**src/rtl/fifo_merge_pkg.sv**
```systemverilog
// Shared defaults and width derivation for the round-robin merge block and
// whatever consumes its {tag, payload} words downstream.
package fifo_merge_pkg;

    localparam int unsigned DEF_N_CH   = 4;
    localparam int unsigned DEF_DATA_W = 8;

    function automatic int unsigned tag_width(input int unsigned n_ch);
        return $clog2(n_ch);
    endfunction

    function automatic int unsigned out_width(input int unsigned n_ch,
                                              input int unsigned data_w);
        return tag_width(n_ch) + data_w;
    endfunction

endpackage

```
**src/rtl/rr_arbiter.sv**
```systemverilog
// Combinational round-robin arbiter: first requester at or above ptr, wrapping.
// The pointer register lives in the parent so it can be frozen under backpressure.
module rr_arbiter #(
    parameter int unsigned N     = 4,
    parameter int unsigned PTR_W = 2
) (
    input  logic [N-1:0]     req,
    input  logic [PTR_W-1:0] ptr,
    input  logic             enable,
    output logic [N-1:0]     grant,
    output logic [PTR_W-1:0] grant_idx,
    output logic             grant_valid
);

    int unsigned      sum_c;
    logic [PTR_W-1:0] idx_c;
    logic             found_c;

    always_comb begin
        grant       = '0;
        grant_idx   = '0;
        grant_valid = 1'b0;
        found_c     = 1'b0;
        sum_c       = 0;
        idx_c       = '0;
        for (int unsigned k = 0; k < N; k++) begin
            sum_c = 32'(ptr) + k;
            idx_c = (sum_c >= N) ? PTR_W'(sum_c - N) : PTR_W'(sum_c);
            if (!found_c && req[idx_c]) begin
                found_c   = 1'b1;
                grant_idx = idx_c;
            end
        end
        if (enable && found_c) begin
            grant       = N'(1) << grant_idx;
            grant_valid = 1'b1;
        end
    end

endmodule

```
**src/rtl/fifo_rr_merge.sv**
```systemverilog
// Merges N_CH valid/ready producers into a single FWFT FIFO write port through a
// one-word holding register, arbitrating round-robin between requesters.
module fifo_rr_merge
    import fifo_merge_pkg::*;
#(
    parameter  int unsigned N_CH   = DEF_N_CH,
    parameter  int unsigned DATA_W = DEF_DATA_W,
    localparam int unsigned TAG_W  = tag_width(N_CH),
    localparam int unsigned OUT_W  = out_width(N_CH, DATA_W)
) (
    input  logic                     clk,
    input  logic                     srst,
    input  logic [N_CH-1:0]          in_valid,
    input  logic [N_CH*DATA_W-1:0]   in_data,
    output logic [N_CH-1:0]          in_ready,
    output logic                     fifo_wr_en,
    output logic [OUT_W-1:0]         fifo_din,
    input  logic                     fifo_full,
    output logic                     idle
);

    logic              hold_valid_q, hold_valid_d;
    logic [TAG_W-1:0]  hold_tag_q,   hold_tag_d;
    logic [DATA_W-1:0] hold_data_q,  hold_data_d;
    logic [TAG_W-1:0]  rr_ptr_q,     rr_ptr_d;

    logic              load_en;
    logic [N_CH-1:0]   grant;
    logic [TAG_W-1:0]  grant_idx;
    logic              grant_valid;
    logic [DATA_W-1:0] ch_data [N_CH];

    for (genvar i = 0; i < N_CH; i++) begin : g_unpack
        assign ch_data[i] = in_data[i*DATA_W +: DATA_W];
    end

    // Reset gates both strobes so nothing moves while srst is held.
    assign fifo_wr_en = hold_valid_q & ~fifo_full & ~srst;
    assign load_en    = ~hold_valid_q | fifo_wr_en;
    assign fifo_din   = {hold_tag_q, hold_data_q};
    assign in_ready   = grant;
    assign idle       = ~hold_valid_q & ~|in_valid;

    rr_arbiter #(
        .N     (N_CH),
        .PTR_W (TAG_W)
    ) u_arb (
        .req         (in_valid),
        .ptr         (rr_ptr_q),
        .enable      (load_en & ~srst),
        .grant       (grant),
        .grant_idx   (grant_idx),
        .grant_valid (grant_valid)
    );

    always_comb begin
        hold_valid_d = hold_valid_q;
        hold_tag_d   = hold_tag_q;
        hold_data_d  = hold_data_q;
        rr_ptr_d     = rr_ptr_q;
        if (grant_valid) begin
            hold_valid_d = 1'b1;
            hold_tag_d   = grant_idx;
            hold_data_d  = ch_data[grant_idx];
            rr_ptr_d     = (grant_idx == TAG_W'(N_CH - 1)) ? '0 : grant_idx + 1'b1;
        end else if (fifo_wr_en) begin
            hold_valid_d = 1'b0;
        end
    end

    always_ff @(posedge clk) begin
        if (srst) begin
            hold_valid_q <= 1'b0;
            hold_tag_q   <= '0;
            hold_data_q  <= '0;
            rr_ptr_q     <= '0;
        end else begin
            hold_valid_q <= hold_valid_d;
            hold_tag_q   <= hold_tag_d;
            hold_data_q  <= hold_data_d;
            rr_ptr_q     <= rr_ptr_d;
        end
    end

endmodule

```
**config.mk**
```make
export PLATFORM = sky130hd
export DESIGN_NAME = fifo_rr_merge
export DESIGN_NICKNAME = d
export VERILOG_FILES = /design/src/rtl/fifo_merge_pkg.sv /design/src/rtl/rr_arbiter.sv /design/src/rtl/fifo_rr_merge.sv
export SDC_FILE = /design/constraint.sdc
export NUM_CORES = 1
export LEC_CHECK = 0
export ABC_AREA = 0
export BUFFER_PORTS_ARGS = -buffer_cell sky130_fd_sc_hd__buf_2
export CAP_MARGIN = 40
export CORE_ASPECT_RATIO = 0.75
export CORE_MARGIN = 5
export CORE_UTILIZATION = 45
export DETAILED_ROUTE_END_ITERATION = 8
export MAX_ROUTING_LAYER = met4
export PLACE_DENSITY = 0.9
export SETUP_SLACK_MARGIN = 0.5
export SKIP_CTS_REPAIR_TIMING = 1
export SLEW_MARGIN = 40
export SYNTH_ARGS = -nofsm -noshare
export SYNTH_HDL_FRONTEND = slang
export SYNTH_HIERARCHICAL = 1
export SYNTH_SLANG_ARGS = --single-unit
```
**constraint.sdc**
```tcl
create_clock -name clk -period 3.2 [get_ports clk]
set_clock_uncertainty 0.15 [all_clocks]
set_input_delay 0 -clock clk [delete_from_list [all_inputs] [get_ports clk]]
set_output_delay 0 -clock clk [all_outputs]
set_load 0.02 [all_outputs]
```
# Yosys cells after proc, flatten, opt, wreduce, memory -nomap -nowiden
# Index checks and enable logic that the tools add are counted.
[totals]
latch_bits = 0
ram_bits = 0
reg_bits = 13
mem_count = 0
output_inout_bits = 16
in_bits = 39
elab_cells = 70
mem_bits_ro = 0
[classes]
n_eq_ne = 1
magnitude_cmp = 9
div = 0
n_shift = 1
n_mux = 28
mul = 0
bitwise_logic = 9
add_sub_neg = 8
reduce_logical = 10
[op_table]
columns = ["cell", "n"]
rows = [
  ["$mux W2", 9],
  ["$bmux W8 S2", 1],
  ["$mux W8", 2],
  ["$ge A3 B3 Y1 const B", 4],
  ["$lt A2 B3 Y1 const B", 4],
  ["$mux W1", 11],
  ["$bmux W1 S2", 4],
  ["$sub A2 B1 Y2 const B", 4],
  ["$add A2 B2 Y3 const B", 2],
  ["$and A1 B1 Y1", 4],
  ["$logic_and A1 B1 Y1", 4],
  ["$logic_not A1 Y1", 4],
  ["$mux W4", 1],
  ["$reduce_or A4 Y1", 1],
  ["$shl A1 B2 Y4 const A", 1],
  ["$add A2 B1 Y3 const B", 1],
  ["$ge A2 B3 Y1 const B", 1],
  ["$not A1 Y1", 3],
  ["$not A2 Y3", 1],
  ["$add A2 B1 Y2 const B", 1],
  ["$eq A2 B2 Y1 const B", 1],
  ["$reduce_bool A2 Y1", 1],
  ["$or A1 B1 Y1", 1],
]

# Longest topological paths before layout
# Gate-level depths: netlist of the first run.
[logic_depth]
depth_word = 18
mapped_depth = 7
mapped_depth_nobuf = 6

# By module
# Netlist of the first run, hierarchy kept.
[by_module_without_submodules]
columns = ["mod", "instances", "area_per_inst_um2", "seq_area_each_um2", "cells_each"]
rows = [
  ["fifo_rr_merge", 1, 732.0, 260.2, 68],
  ["rr_arbiter", 1, 152.6, 0.0, 20],
]

# Worst setup path after synthesis of the first run
# Ideal clock, no wire load.
[synth_path]
path_kind = "reg-to-reg"
startpoint = "reg rr_ptr_q[0]"
endpoint = "reg hold_data_q[2]"
setup_time_ns = 0.128
n_path_buf = 2
setup_slack_ns = 1.416
t_required_ns = 2.922
t_arrival_ns = 1.507
path_stages_with_launch = 8
period_less_slack_ns = 1.784
cell_sequence = "dfxtp_1 -> nand2b_1 -> a21oi_1 -> a211oi_4 -> buf_4 -> buf_6 -> mux2i_1 -> o221ai_2"
[synth_via]
elab_chain_cells = 18
elab_cells_between_ends = 43
classes_between = "7 x add/sub; 4 x order compare; 24 x mux; 1 x bitwise; 7 x reduce/logical"
[synth_lines]
columns = ["item", "line_no", "rtl"]
rows = [
  ["start, declared", "fifo_rr_merge.sv:25", "logic [TAG_W-1:0] rr_ptr_q, rr_ptr_d;"],
  ["start signal, assigned", "fifo_rr_merge.sv:81", "rr_ptr_q <= rr_ptr_d;"],
  ["branches (longest 13 deep; another with $add A2 B1 Y3)", "-", ""],
  ["$mux W2 *", "rr_arbiter.sv:29", "if (!found_c && req[idx_c]) begin"],
  ["via grant_idx[0]", "fifo_rr_merge.sv:29", "logic [TAG_W-1:0] grant_idx;"],
  ["$not A2 Y3 (implied by the code) *", "fifo_rr_merge.sv:64", "hold_data_d = ch_data[grant_idx];"],
  ["$bmux W8 S2 *", "fifo_rr_merge.sv:64", ""],
  ["$mux W8 (implied by the code) * (2 in series)", "fifo_rr_merge.sv:64", ""],
  ["end signal, assigned", "fifo_rr_merge.sv:80", "hold_data_q <= hold_data_d;"],
  ["end, declared", "fifo_rr_merge.sv:24", "logic [DATA_W-1:0] hold_data_q, hold_data_d;"],
]
# Mark *: on every way through the listed nets, which the timed path passes. The select of a mux whose other input is x is not followed.
# A chain may end at the register's enable or synchronous reset.

# Final worst setup path of the first run
[layout_path]
startpoint = "reg rr_ptr_q[0]"
endpoint = "reg hold_data_q[3]"
# The elaborated chain is that of the path after synthesis.

==> out/results.ini, run 1 <==
[drt]
vias_per_cell = 5.33
ant_nets = 0
wl_per_cell_um = 17.7
route.detailed.drc = 0
num_vias = 1060
dr.pass1.iters = 4
routed_wirelength_um = 3530
drtIter0Drc = 23

[yosys]
yosysSeqAreaShare = 0.294
ys_warn_count = 6
synth_fp_nets = 128
synth_cell_types = 26
synth-seq-cells = 13
synth_cells = 88
synth_ff_type = dfxtp_1
synth_edf_count = 0
synthMostInstantiatedCell = mux2i_1
synth.cell_area_um2 = 885
synth_top_area_cell = dfxtp_1
synthTopCellsByCount = mux2i_1, dfxtp_1, nor2_1, o221ai_1
syn_area_per_cell_um2 = 10.1
synthArstFlopShare = 0
synth_area_leaders = dfxtp_1, mux2i_1, o221ai_1, or3b_1, or3b_2
synth_top_area_share = 0.294

[sta]
timing.slew.headroom = 0.580
maxSlewViolCount = 0
finalWorstSetupSlack_ps = 741
setup_viol = 0
finalCritPeriodShare = 0.768
post-route-min-period_ps = 2460
worstMarginPinSlew_ps = 628
rsz0062_at_grt = no
max_clock_freq_mhz = 407
setup_tns_ps = 0
hold_viol_final = 0

[worst_setup_path]
critPathMaxFanout = 12
crit_type = register to register
r2r_start = rr_ptr_q[0]$_SDFFE_PP0P_
critPathArrivalTime_ps = 2460
cp-start-kind = register
crit_start = rr_ptr_q[0]$_SDFFE_PP0P_
crit_path_end_kind = register
worstPathRequired_ps = 3200

[floorplanning]
fp.dieH_um = 48.4
row_count = 13
ios = 55
dieArea_um2 = 2960
start_util = 0.490
core_um2 = 1810
dieWidth_um = 61.2

[clock_network]
clock_sinks = 13
clkSlewWorstSetupHoldPaths_ps = 80
insertion_delay_ps = 280
htreeDepth = 1
clockBufferDepth = 2
cts_buffers = 3
cts_tree = yes
cts_root_buffer = clkbuf_4

[cells_and_area]
insertedDiodeCount = 0
instances_no_fill = 199
utilization = 0.846
num-nets-final = 218
syn_to_final_growth_pct = 72.7
drive_above_1_share = 0.395

[power]
ir_drop_mv = 0.324
cellPowerDensity_nw_per_um2 = 355
power_w = 0.000543
power.leakage_nw = 0.733

[min_path]
hp-start = in_valid[3]
hold_class = input pin to register

[grt]
grt_use_total = 0.176
gr-total-overflow = 0
antenna_found_initial = 0
grt_pass1_wl_um = 3940
grt_max_degree = 18
grt_pass1_vias = 899

[placed_design]
dpl.cell_count = 160
pre_cts_slack_ps = 1010
io_buffers = 54
gp_congestion = 0.718
hpwl_um = 2050

[run]
maxCapViolCount = 0

[run_status]
status = finished, final reports clean

[final timing paths]
check,endpoint,slack [ps],cells past startpoint
worst max-delay path,hold_data_q[3]$_SDFFE_PP0P_,740,6
worst min-delay path,hold_tag_q[1]$_SDFFE_PP0P_,280,5
worst min register to register,rr_ptr_q[0]$_SDFFE_PP0P_,380,2
worst max register to register,hold_data_q[3]$_SDFFE_PP0P_,740,6
[worst max-delay path, cell delays in order, from the launching register on]
cell	delay, ps
dfxtp_1	370
nand2b_1	140
a21oi_1	110
a211oi_4	580
mux2i_1	310
dlygate4sd3_1	580
o221ai_1	100
[layout by cell type, fill, tap and decap left out, types with 2 or more instances in the layout]
master	synthesis	routed
or3b_1	6	6
mux2i_1	19	19
nor3b_2	2	2
o221ai_1	7	7
nor2_1	7	7
dfxtp_1	13	13
clkbuf_4	0	3
nor3b_1	2	2
inv_1	3	3
nand2b_1	3	3
buf_2	1	54
dlygate4sd3_1	0	35
or3b_2	4	4
a21oi_1	6	6
[stage by stage]
stage	hold slack, ps	area (um^2)
after floorplan	-68.3	885
after global placement	112	1150
after detailed placement	140	1150
after CTS	-148	1180
after global routing	312	1530
final	283	1530
[routing by layer]
layer | routed length, um | track usage | vias to the layer above
li1 | - | - | 515
met1 | 1280 | 0.200 | 483
met2 | 1940 | 0.310 | 54
met3 | 246 | 0.0476 | 8
met4 | 68 | 0.0217 | 0
met5 | 0 | - | -
[flip-flops by register name (all words and copies together) (netlist names)]
signal,count
hold_data_q,8
hold_valid_q,1
rr_ptr_q,2
hold_tag_q,2
[cell type report]
| type | instances | area (um^2) |
|---|---|---|
| Multi-Input combinational cell | 66 | 571 |
| Sequential cell | 13 | 260 |
| Timing Repair Buffer | 90 | 628 |
| Fill cell | 103 | 278 |
| Clock buffer | 4 | 26.3 |
| Tap cell | 22 | 27.5 |
| Inverter | 4 | 15.0 |
[cell families after synthesis]
| logic type | Yosys count | synth area share |
|---|---|---|
| buf+inv | 9 | 0.0608 |
| fa+ha+maj | 1 | 0.0141 |
| simple gates | 29 | 0.248 |
| flops | 13 | 0.294 |
| mux | 19 | 0.215 |
| compound gates | 17 | 0.168 |
[power breakdown]
group / total (W) / internal (W) / switching, W
logic: 0.000246 / 0.000124 / 0.000122
clock network: 0.000104 / 0.0000484 / 0.0000558
registers: 0.000193 / 0.000181 / 0.0000120
total: 0.000543 / 0.000353 / 0.000190
Note: power is estimated with default switching activity, not from simulation.
==> run 2: changes to the inputs <==
Settings changed: CORE_UTILIZATION 45 to 38, PLACE_DENSITY 0.9 to 0.81.
Clock period 3.2 ns to 2.2 ns, I/O delays scaled along.
==> out/results.ini, run 2 (synthesis results as in run 1) <==
[drt]
highest_layer = met3
drtIter0Drc = 25
ant_nets = 0
num_vias = 1080
route.detailed.drc = 0
routed_wirelength_um = 3230
m1WireLength_um = 1390
vias_per_cell = 5.12
dr.pass1.iters = 4
routed-wl-met3_um = 261
dr_wl_met2_um = 1570
wl_per_cell_um = 15.3

[clock_network]
cts_tree = yes
clockBufferDepth = 2
cts_root_buffer = clkbuf_4
clkSlewWorstSetupHoldPaths_ps = 90
htreeDepth = 1
cts_buffers = 3
insertion_delay_ps = 280
clock_sinks = 13

[floorplanning]
core_um2 = 2250
start_util = 0.393
fp.dieH_um = 51.8
dieArea_um2 = 3400
ios = 55
row_count = 15
dieWidth_um = 65.7

[placed_design]
hpwl_um = 1970
pre_cts_slack_ps = 320
io_buffers = 54
gp_congestion = 0.882

[grt]
grt_pass1_wl_um = 4000
antenna_found_initial = 0
grt_max_degree = 17
grt_pass1_vias = 882
gr-total-overflow = 0
grt_use_total = 0.157

[run_status]
status = finished, final reports clean

[power]
ir_drop_mv = 0.355
power.leakage_nw = 0.798
cellPowerDensity_nw_per_um2 = 502

[sta]
worstMarginPinSlew_ps = 640
whs_ps = 145
hold_viol_final = 0
finalWorstSetupSlack_ps = 402
setup_tns_ps = 0
rsz0062_at_grt = yes
max_clock_freq_mhz = 556
maxSlewViolCount = 0
setup_viol = 0
finalCritPeriodShare = 0.817
timing.slew.headroom = 0.569
post-route-min-period_ps = 1800

[min_path]
hold_class = input pin to output port

[worst_setup_path]
worstPathRequired_ps = 2200
critPathArrivalTime_ps = 1800
critPathMaxFanout = 6
worstPathCellList = nand2b_4 -> a21oi_4 -> a211oi_4 -> buf_6 -> buf_12 -> mux2i_2 -> o221ai_1
critPathBufInv = 2
crit_path_end_kind = register
crit_type = register to register
crit_path_max_incr_delay_ps = 370
slowest_stage = dfxtp_2
cp-start-kind = register
crit_family = compound AO/OA/AOI/OAI gates

[cells_and_area]
reg_top3 = hold_data_q x8, hold_tag_q x2, rr_ptr_q x2
drive_above_1_share = 0.489
regArea_um2 = 265
regMostFlops = hold_data_q
largest_register_ffs = 8
fillers = 148
multi_input_area_um2 = 613
syn_to_final_growth_pct = 90.2
num-nets-final = 227
final_common_cell = buf_2
most-common-layout-cells = buf_2, dlygate4sd3_1, mux2i_1
insertedDiodeCount = 0

[run]
maxCapViolCount = 0

[run 2: cell types whose count changed in the layout (fill, tap and decap cells not counted), moves of 2 or more]
cell / previous run / this run
a21oi_1: 6 / 3
a21oi_2: 0 / 2
buf_2: 54 / 50
buf_4: 1 / 10
buf_6: 0 / 4
dfxtp_1: 13 / 11
[run 2: worst paths after layout]
check / from / slack (ps) / to / cells after the start
worst min-delay path: fifo_full / 140 / fifo_wr_en / 3
worst min register to register: rr_ptr_q[0]$_SDFFE_PP0P_ / 390 / rr_ptr_q[0]$_SDFFE_PP0P_ / 2
worst max register to register: rr_ptr_q[0]$_SDFFE_PP0P_ / 400 / hold_data_q[4]$_SDFFE_PP0P_ / 7
worst max-delay path: rr_ptr_q[0]$_SDFFE_PP0P_ / 400 / hold_data_q[4]$_SDFFE_PP0P_ / 7
[run 2: layer usage]
layer	up-vias	global-route usage
met5	-	-
met4	0	0.0103
met3	0	0.0562
met2	47	0.258
met1	504	0.194
li1	529	-
[run 2: power breakdown]
group / internal (W) / switching [W]
clock network: 0.0000675 / 0.0000839
registers: 0.000264 / 0.0000163
logic: 0.000223 / 0.000191
total: 0.000554 / 0.000291
[run 2: area by class of cell]
class	count	area share
inverter	4	0.00892
clock inverter	1	0.00297
multi-input combinational	66	0.364
timing repair buffer	99	0.434
tap	25	0.0186
sequential	13	0.158
clock buffer	3	0.0134
[run 2: worst reg2reg max path, cell delays in order, from the launching register on]
cell      delay (ps)
dfxtp_2          370
nand2b_4         150
a21oi_4           70
a211oi_4         280
buf_6            180
buf_12           120
mux2i_2          220
o221ai_1         120
[run 2: per-stage QoR]
step           instance area [um^2]  instances  utilization  power [W]
5_1_grt                        1680        211        0.747   0.000890
2_1_floorplan                   888         88            -   0.000485
4_1_cts                        1200        170        0.535   0.000729
3_5_place_dp                   1180        166        0.523   0.000576
6_report                       1680        211        0.747   0.000845
3_3_place_gp                   1180        166        0.523   0.000565
